$ cat src/rtl/branch_target_stage.sv
// Branch target stage: computes pc_plus4 + shift_in, resolves BEQ/BNE and
// sequences the PC redirect / flush of younger instructions.
//
// Ports:
//   Clk, Rst           - clock, asynchronous active-low reset
//   in_valid, stall    - input present / hold all state this cycle
//   shift_in, pc_plus4 - pre-shifted byte offset and PC+4 of the branch
//   branch_eq/ne, zero - branch kind and ALU zero flag
//   out_valid, target  - registered branch result (1-cycle latency)
//   pc_src, flush      - redirect pulse and squash window
//   taken_count        - taken branches since reset (wraps)
module branch_target_stage #(
    parameter int FLUSH_CYCLES = 2,
    parameter int CNT_W        = 16
) (
    input  logic             Clk,
    input  logic             Rst,
    input  logic             in_valid,
    input  logic             stall,
    input  logic [31:0]      shift_in,
    input  logic [31:0]      pc_plus4,
    input  logic             branch_eq,
    input  logic             branch_ne,
    input  logic             zero,
    output logic             out_valid,
    output logic [31:0]      target,
    output logic             pc_src,
    output logic             flush,
    output logic [CNT_W-1:0] taken_count
);

    typedef enum logic {
        IDLE     = 1'b0,
        REDIRECT = 1'b1
    } state_t;

    localparam logic [2:0] LOAD = 3'(FLUSH_CYCLES);

    state_t           r_state;
    state_t           w_state_nxt;
    logic [2:0]       r_cnt;
    logic [2:0]       w_cnt_nxt;
    logic             r_out_valid;
    logic [31:0]      r_target;
    logic             r_pc_src;
    logic             r_flush;
    logic [CNT_W-1:0] r_taken_count;

    logic             w_taken;
    logic             w_accept;
    logic             w_redirect;
    logic [31:0]      w_sum;

    // Both branch kinds at once is a malformed decode: never redirect on it.
    assign w_taken = ~(branch_eq & branch_ne)
                   & ((branch_eq & zero) | (branch_ne & ~zero));

    // Inputs arriving during REDIRECT are wrong-path and dropped.
    assign w_accept   = in_valid & ~stall & (r_state == IDLE);
    assign w_redirect = w_accept & w_taken;
    assign w_sum      = pc_plus4 + shift_in;

    always_comb begin
        w_state_nxt = r_state;
        w_cnt_nxt   = r_cnt;
        if (!stall) begin
            unique case (r_state)
                IDLE: begin
                    if (w_redirect) begin
                        w_state_nxt = REDIRECT;
                        w_cnt_nxt   = LOAD;
                    end
                end
                REDIRECT: begin
                    if (r_cnt <= 3'd1) begin
                        w_cnt_nxt   = 3'd0;
                        w_state_nxt = IDLE;
                    end else begin
                        w_cnt_nxt   = r_cnt - 3'd1;
                    end
                end
                default: begin
                    w_state_nxt = IDLE;
                    w_cnt_nxt   = 3'd0;
                end
            endcase
        end
    end

    always_ff @(posedge Clk or negedge Rst) begin
        if (!Rst) begin
            r_state       <= IDLE;
            r_cnt         <= 3'd0;
            r_out_valid   <= 1'b0;
            r_target      <= 32'd0;
            r_pc_src      <= 1'b0;
            r_flush       <= 1'b0;
            r_taken_count <= '0;
        end else if (!stall) begin
            r_state     <= w_state_nxt;
            r_cnt       <= w_cnt_nxt;
            r_out_valid <= w_accept;
            if (w_accept) begin
                r_target <= w_sum;
            end
            // pc_src marks only the entry cycle; flush covers every
            // cycle spent in REDIRECT.
            r_pc_src <= w_redirect;
            r_flush  <= (w_state_nxt == REDIRECT);
            if (w_redirect) begin
                r_taken_count <= r_taken_count + CNT_W'(1);
            end
        end
    end

    assign out_valid   = r_out_valid;
    assign target      = r_target;
    assign pc_src      = r_pc_src;
    assign flush       = r_flush;
    assign taken_count = r_taken_count;

endmodule

$ cat config.mk
export PLATFORM = sky130hd
export DESIGN_NAME = branch_target_stage
export DESIGN_NICKNAME = d
export VERILOG_FILES = /design/src/rtl/branch_target_stage.sv
export SDC_FILE = /design/constraint.sdc
export NUM_CORES = 1
export LEC_CHECK = 0
export CORE_ASPECT_RATIO = 1.2
export CORE_MARGIN = 1.5
export CORE_UTILIZATION = 30
export CTS_CLUSTER_SIZE = 20
export DETAILED_ROUTE_END_ITERATION = 10
export HOLD_SLACK_MARGIN = 0.06
export MAX_ROUTING_LAYER = met4
export SYNTH_ARGS = -nofsm -noshare
export SYNTH_HDL_FRONTEND = slang
export SYNTH_SLANG_ARGS = --single-unit
$ cat constraint.sdc
create_clock -name Clk -period 1.9 [get_ports Clk]
set_input_delay 0.285 -clock Clk [delete_from_list [all_inputs] [get_ports Clk]]
set_output_delay 0.285 -clock Clk [all_outputs]
set_load 0.01 [all_outputs]
# [Word-level counts from Yosys, hierarchy flattened]
# Index checks and enable logic that the tools add are counted.
[word_totals] word_cells=32 ff_bits=54
[classes] n_bitwise=12 reduce_logical=3 n_mux=6 eq_ne=1 addsub=3 order_cmp=1
[op_table] cell="$add 32x32->32" n=1
[op_table] cell="$add 16x1->16 const B" n=1
[op_table] cell="$and 1x1->1" n=7
[op_table] cell="$mux 3" n=2
[op_table] cell="$pmux 3 s2" n=1
[op_table] cell="$reduce_and 2->1" n=3
[op_table] cell="$not 1->1" n=4
[op_table] cell="$le 3x1->1 const B" n=1
[op_table] cell="$sub 3x1->3 const B" n=1
[op_table] cell="$mux 1" n=2
[op_table] cell="$ne 2x2->1 const B" n=1
[op_table] cell="$pmux 1 s2" n=1
[op_table] cell="$or 1x1->1" n=1

# [Depth between registers and ports, before layout]
# Gate-level depths: netlist of the first run.
[depth] word_depth=7 depth_mapped=9 mapped_depth_nobuf=9

# [Worst setup path after synthesis of the first run]
# Ideal clock, no wire load.
[synth_path] path_kind="input to register" startpoint="in shift_in[0]" endpoint="reg r_target[12], in the netlist target[12]" setup_slack_ns=-0.431 setup_ns=0.133 required_time_ns=1.767 cell_stages=9 arrival_time_ns=2.198 cell_sequence="ha_1 -> fa_1 -> a21o_2 -> a31oi_2 -> o211ai_1 -> and4b_1 -> a211oi_1 -> xor2_1 -> o21ai_0"
[synth_between] elab_chain_len=1
[synth_rtl] element="from (decl)" line="20" source="input logic [31:0] shift_in,"
[synth_rtl] element="$add 32x32->32" line="61" source="assign w_sum = pc_plus4 + shift_in;"
[synth_rtl] element="to (signal assigned)" line="104" source="r_target <= w_sum;"
[synth_rtl] element="to (decl)" line="44" source="logic [31:0] r_target;"
# No other way between the ends.
# A chain may end at the register's enable or synchronous reset.

# [Worst setup path in the final report of the first run]
[layout_path] startpoint="in pc_plus4[0]" endpoint="reg r_target[16], in the netlist target[16]"
[layout_between] elab_chain_len=1
[layout_rtl] element="from (decl)" line="21" source="input logic [31:0] pc_plus4,"
[layout_rtl] element="$add 32x32->32" line="61"
# No other way between the ends.

==> flow_metrics.tcl, run 1 <==
set metrics [dict create \
    outcome "finished with violations" \
    violations "setup timing" \
    slowest_stage "fa_2" \
    crit_path_max_fanout 5 \
    start_util_pct 30.7 \
    core-area_sq_um 12600 \
    async_flop_share_pct 100 \
    pwr-share-comb_pct 50.6 \
    final_common_cell "buf_4" \
    cts-root-buf "clkbuf_16" \
    gp_congestion 0.843 \
    timing.hold.ws_ps 301 \
    row_count 45 \
    fin_nets 770 \
    dp_hpwl_microns 8800 \
    switching_share_pct 34.1 \
    antenna_cells 0 \
    drive_above_1_share_pct 33.7 \
    clk_path_buf_depth 2 \
    min_period_over_period_pct 108 \
    grt_overflow 0 \
    grtUsageTotal_pct 17.2 \
    antenna_found_initial 0 \
    synth_ff_type "dfrtp_1" \
    endpoint_kind "flip-flop" \
    yosys_warnings 0 \
    worstPathRequired_ps 2070 \
    critPathTopFamily "compound AO/OA/AOI/OAI gates" \
    ys_seq_area_share_pct 34.9 \
    first_pass_iters 4 \
    die_w_microns 107 \
    seq_power_share_pct 31.9 \
    portBuffers 121 \
    ioPinCount 122 \
    syn_avg_cell_area_sq_um 8.83 \
    finalSetupViolations 16 \
    fin_crit_ps 2040 \
    slew_headroom_pct 75.9 \
    dieArea_sq_um 13600 \
    fin_ws_ps -143 \
    drt-initial-drc-count 112 \
    ys_types 52 \
    wl_per_cell_microns 13.8 \
    path_cells "buf_6 > ha_4 > fa_2 > a21o_4 > a31oi_4 > buf_6 > o211ai_1 > buf_4 > a21oi_4 > buf_4 > xor2_1 > o21ai_1" \
    rsz0062_at_grt "yes" \
    p_int_mw 3.79 \
    synth_cells 439 \
    cap_violations 0 \
    power_density_nw_per_um2 851 \
    cts_tree "built" \
    finalMaxSlewViolations 0 \
    grt_pass1_wl_microns 18500 \
    clk_latency_ps 290 \
    clock-sinks 54 \
    cpPeakStageDelay_ps 340 \
    finalInstanceArea_sq_um 6760 \
    fmax_ghz 0.490 \
    crit_type "primary input to flip-flop" \
    tightest_slew_ps 356 \
    chipHeight_microns 128 \
    cts_buffers 5 \
    vias 4001 \
    grt_pass1_vias 3948 \
    power_switching_mw 1.96 \
    route.detailed.drc 0 \
    timing.final.hold_violations 0 \
    clkPwrFrac_pct 17.5 \
    drt-total-wl_microns 11400 \
    final_cell_mix "111 x buf_4, 80 x clkdlybuf4s50_1, 58 x nand2_1, 54 x dfrtp_1" \
    hp-class "primary input to flip-flop" \
    startpoint_type "primary input" \
    syn_nets 545 \
    htree_levels 2 \
    arrival_ps 2210 \
    path_buf_inv 4 \
    p_leak_nw 3.03 \
    syn_to_final_growth_pct 74.5 \
    ys_ff_latch 54 \
    ir_drop_mv 0.489 \
    clkTransAtPathRegs_ps 70 \
    avgViaCountPerCell 4.83 \
    grt_max_degree 55 \
    synth_edf_count 0 \
    synthesis.area_sq_um 3870 \
    fin_skew_ps 5.07 \
    place_area_sq_um 6060 \
    ant_nets 0 \
]
-- layout make-up --
cell class / count / area [sq um]
fillers: 1164 / 5850
multi-input cells: 353 / 2930
repair buffers: 240 / 2070
flip-flops and latches: 54 / 1350
well taps: 164 / 205
clock buffers: 5 / 125
clock inverters: 3 / 40.0
inverters: 10 / 37.5
-- metal layers --
| layer | vias up | routed length [microns] | track usage, % |
|---|---|---|---|
| met5 | - | 0 | - |
| met4 | 0 | 186 | 5.10 |
| met3 | 14 | 333 | 1.48 |
| met2 | 85 | 6130 | 31.3 |
| met1 | 1867 | 4790 | 19.8 |
| li1 | 2035 | - | - |
-- timing repair --
| item | CTS | global route |
|---|---|---|
| setup endpoints to repair | 23 | 21 |
| hold endpoints to repair | 54 | 0 |
| hold buffers | 1 | 0 |
| cloned | 0 | 0 |
| pin swaps | 59 | 33 |
| gates resized for setup | 152 | 33 |
| buffers inserted | 21 | 4 |
-- power by group through the flow --
stage / logic (mW) / clock network, mW / registers [mW]
after CTS: 2.83 / 1.04 / 1.85
final: 2.91 / 1.01 / 1.84
after detailed placement: 2.67 / 0 / 1.87
after global routing: 3.17 / 1.08 / 1.89
after floorplan: 1.03 / 0 / 1.98
after global placement: 2.61 / 0 / 1.85
-- cells in the mapped netlist, drive strengths merged (4+ instances only) --
| cell type | number | area share (%) |
|---|---|---|
| nand3 | 23 | 3.0 |
| nor2 | 20 | 1.9 |
| clkbuf | 13 | 1.3 |
| dfrtp | 54 | 35 |
| buf | 9 | 1.1 |
| and4 | 5 | 1.1 |
| ha | 34 | 11 |
| o21a | 5 | 1.2 |
| a211oi | 9 | 1.9 |
| xor2 | 20 | 4.5 |
| a21oi | 28 | 3.8 |
| nand2 | 59 | 5.7 |
| o31ai | 6 | 1.5 |
| xnor2 | 22 | 5.0 |
| inv | 10 | 0.97 |
| nor3 | 7 | 0.90 |
| a31oi | 7 | 1.3 |
| o211ai | 6 | 1.2 |
| a21o | 20 | 3.9 |
| nand4 | 10 | 1.6 |
| o21bai | 4 | 0.77 |
| and3 | 5 | 0.81 |
| o21ai | 36 | 4.6 |
-- kinds of logic (layout without fill, tap and decap cells) --
group,count (synthesis),count (layout),share of synthesized area (%)
and+or+nand+nor,142,142,17.6
AOI/OAI and AO/OA,132,132,22.7
DFF,54,54,34.9
xor gates and xnor gates,42,42,9.49
adders and majority gates,35,35,11.5
buffers and inverters,32,258,3.33
muxes,2,2,0.581
-- worst paths after layout --
check	startpoint	endpoint	slack [ps]	cells after the start
hold reg to reg	taken_count[15]	taken_count[15]	460	1
min in group asynchronous	Rst	taken_count[13]	520	3
max in group asynchronous	Rst	r_cnt[0]	1130	3
setup reg to reg	flush	taken_count[15]	230	7
hold / removal	shift_in[0]	target[0]	300	4
setup / recovery	pc_plus4[0]	target[16]	-140	12
-- worst register-to-register path: stages (launching register included) --
cell and delay [ps]:
dfrtp_1 430, nor2_1 170, nand2_2 80, a21oi_2 190, and4_1 300, nand3_1 140, nor2_1 150, xor2_1 150
-- metrics by stage --
step | worst slack (ps) | util, % | setup TNS [ps] | power [mW] | std cells
2_1_floorplan | -183 | - | -1080 | 3.01 | 439
4_1_cts | -206 | 52.3 | -2140 | 5.71 | 825
5_1_grt | -239 | 53.6 | -2920 | 6.14 | 829
3_5_place_dp | -852 | 48.1 | -17250 | 4.54 | 795
3_3_place_gp | -841 | 48.1 | -16380 | 4.46 | 795
6_report | -143 | 53.6 | -1300 | 5.75 | 829
-- sequential cells by signal, indices dropped and copies added (netlist names) --
register	flops
r_cnt	3
target	32
flush	1
taken_count	16
out_valid	1
pc_src	1
Note: power is estimated with default switching activity, not from simulation.
==> run 2, diff against run 1 <==
--- a/config.mk
+++ b/config.mk
@@ -5,12 +5,13 @@
 export SDC_FILE = /design/constraint.sdc
 export NUM_CORES = 1
 export LEC_CHECK = 0
+export ABC_CLOCK_PERIOD_IN_PS = 1900
 export CORE_ASPECT_RATIO = 1.2
 export CORE_MARGIN = 1.5
 export CORE_UTILIZATION = 30
 export CTS_CLUSTER_SIZE = 20
 export DETAILED_ROUTE_END_ITERATION = 10
-export HOLD_SLACK_MARGIN = 0.06
+export HOLD_SLACK_MARGIN = 0.05
 export MAX_ROUTING_LAYER = met4
 export SYNTH_ARGS = -nofsm -noshare
 export SYNTH_HDL_FRONTEND = slang
==> results of run 2 <==
The final DEF is identical to that of run 1; final timing and power are the same.
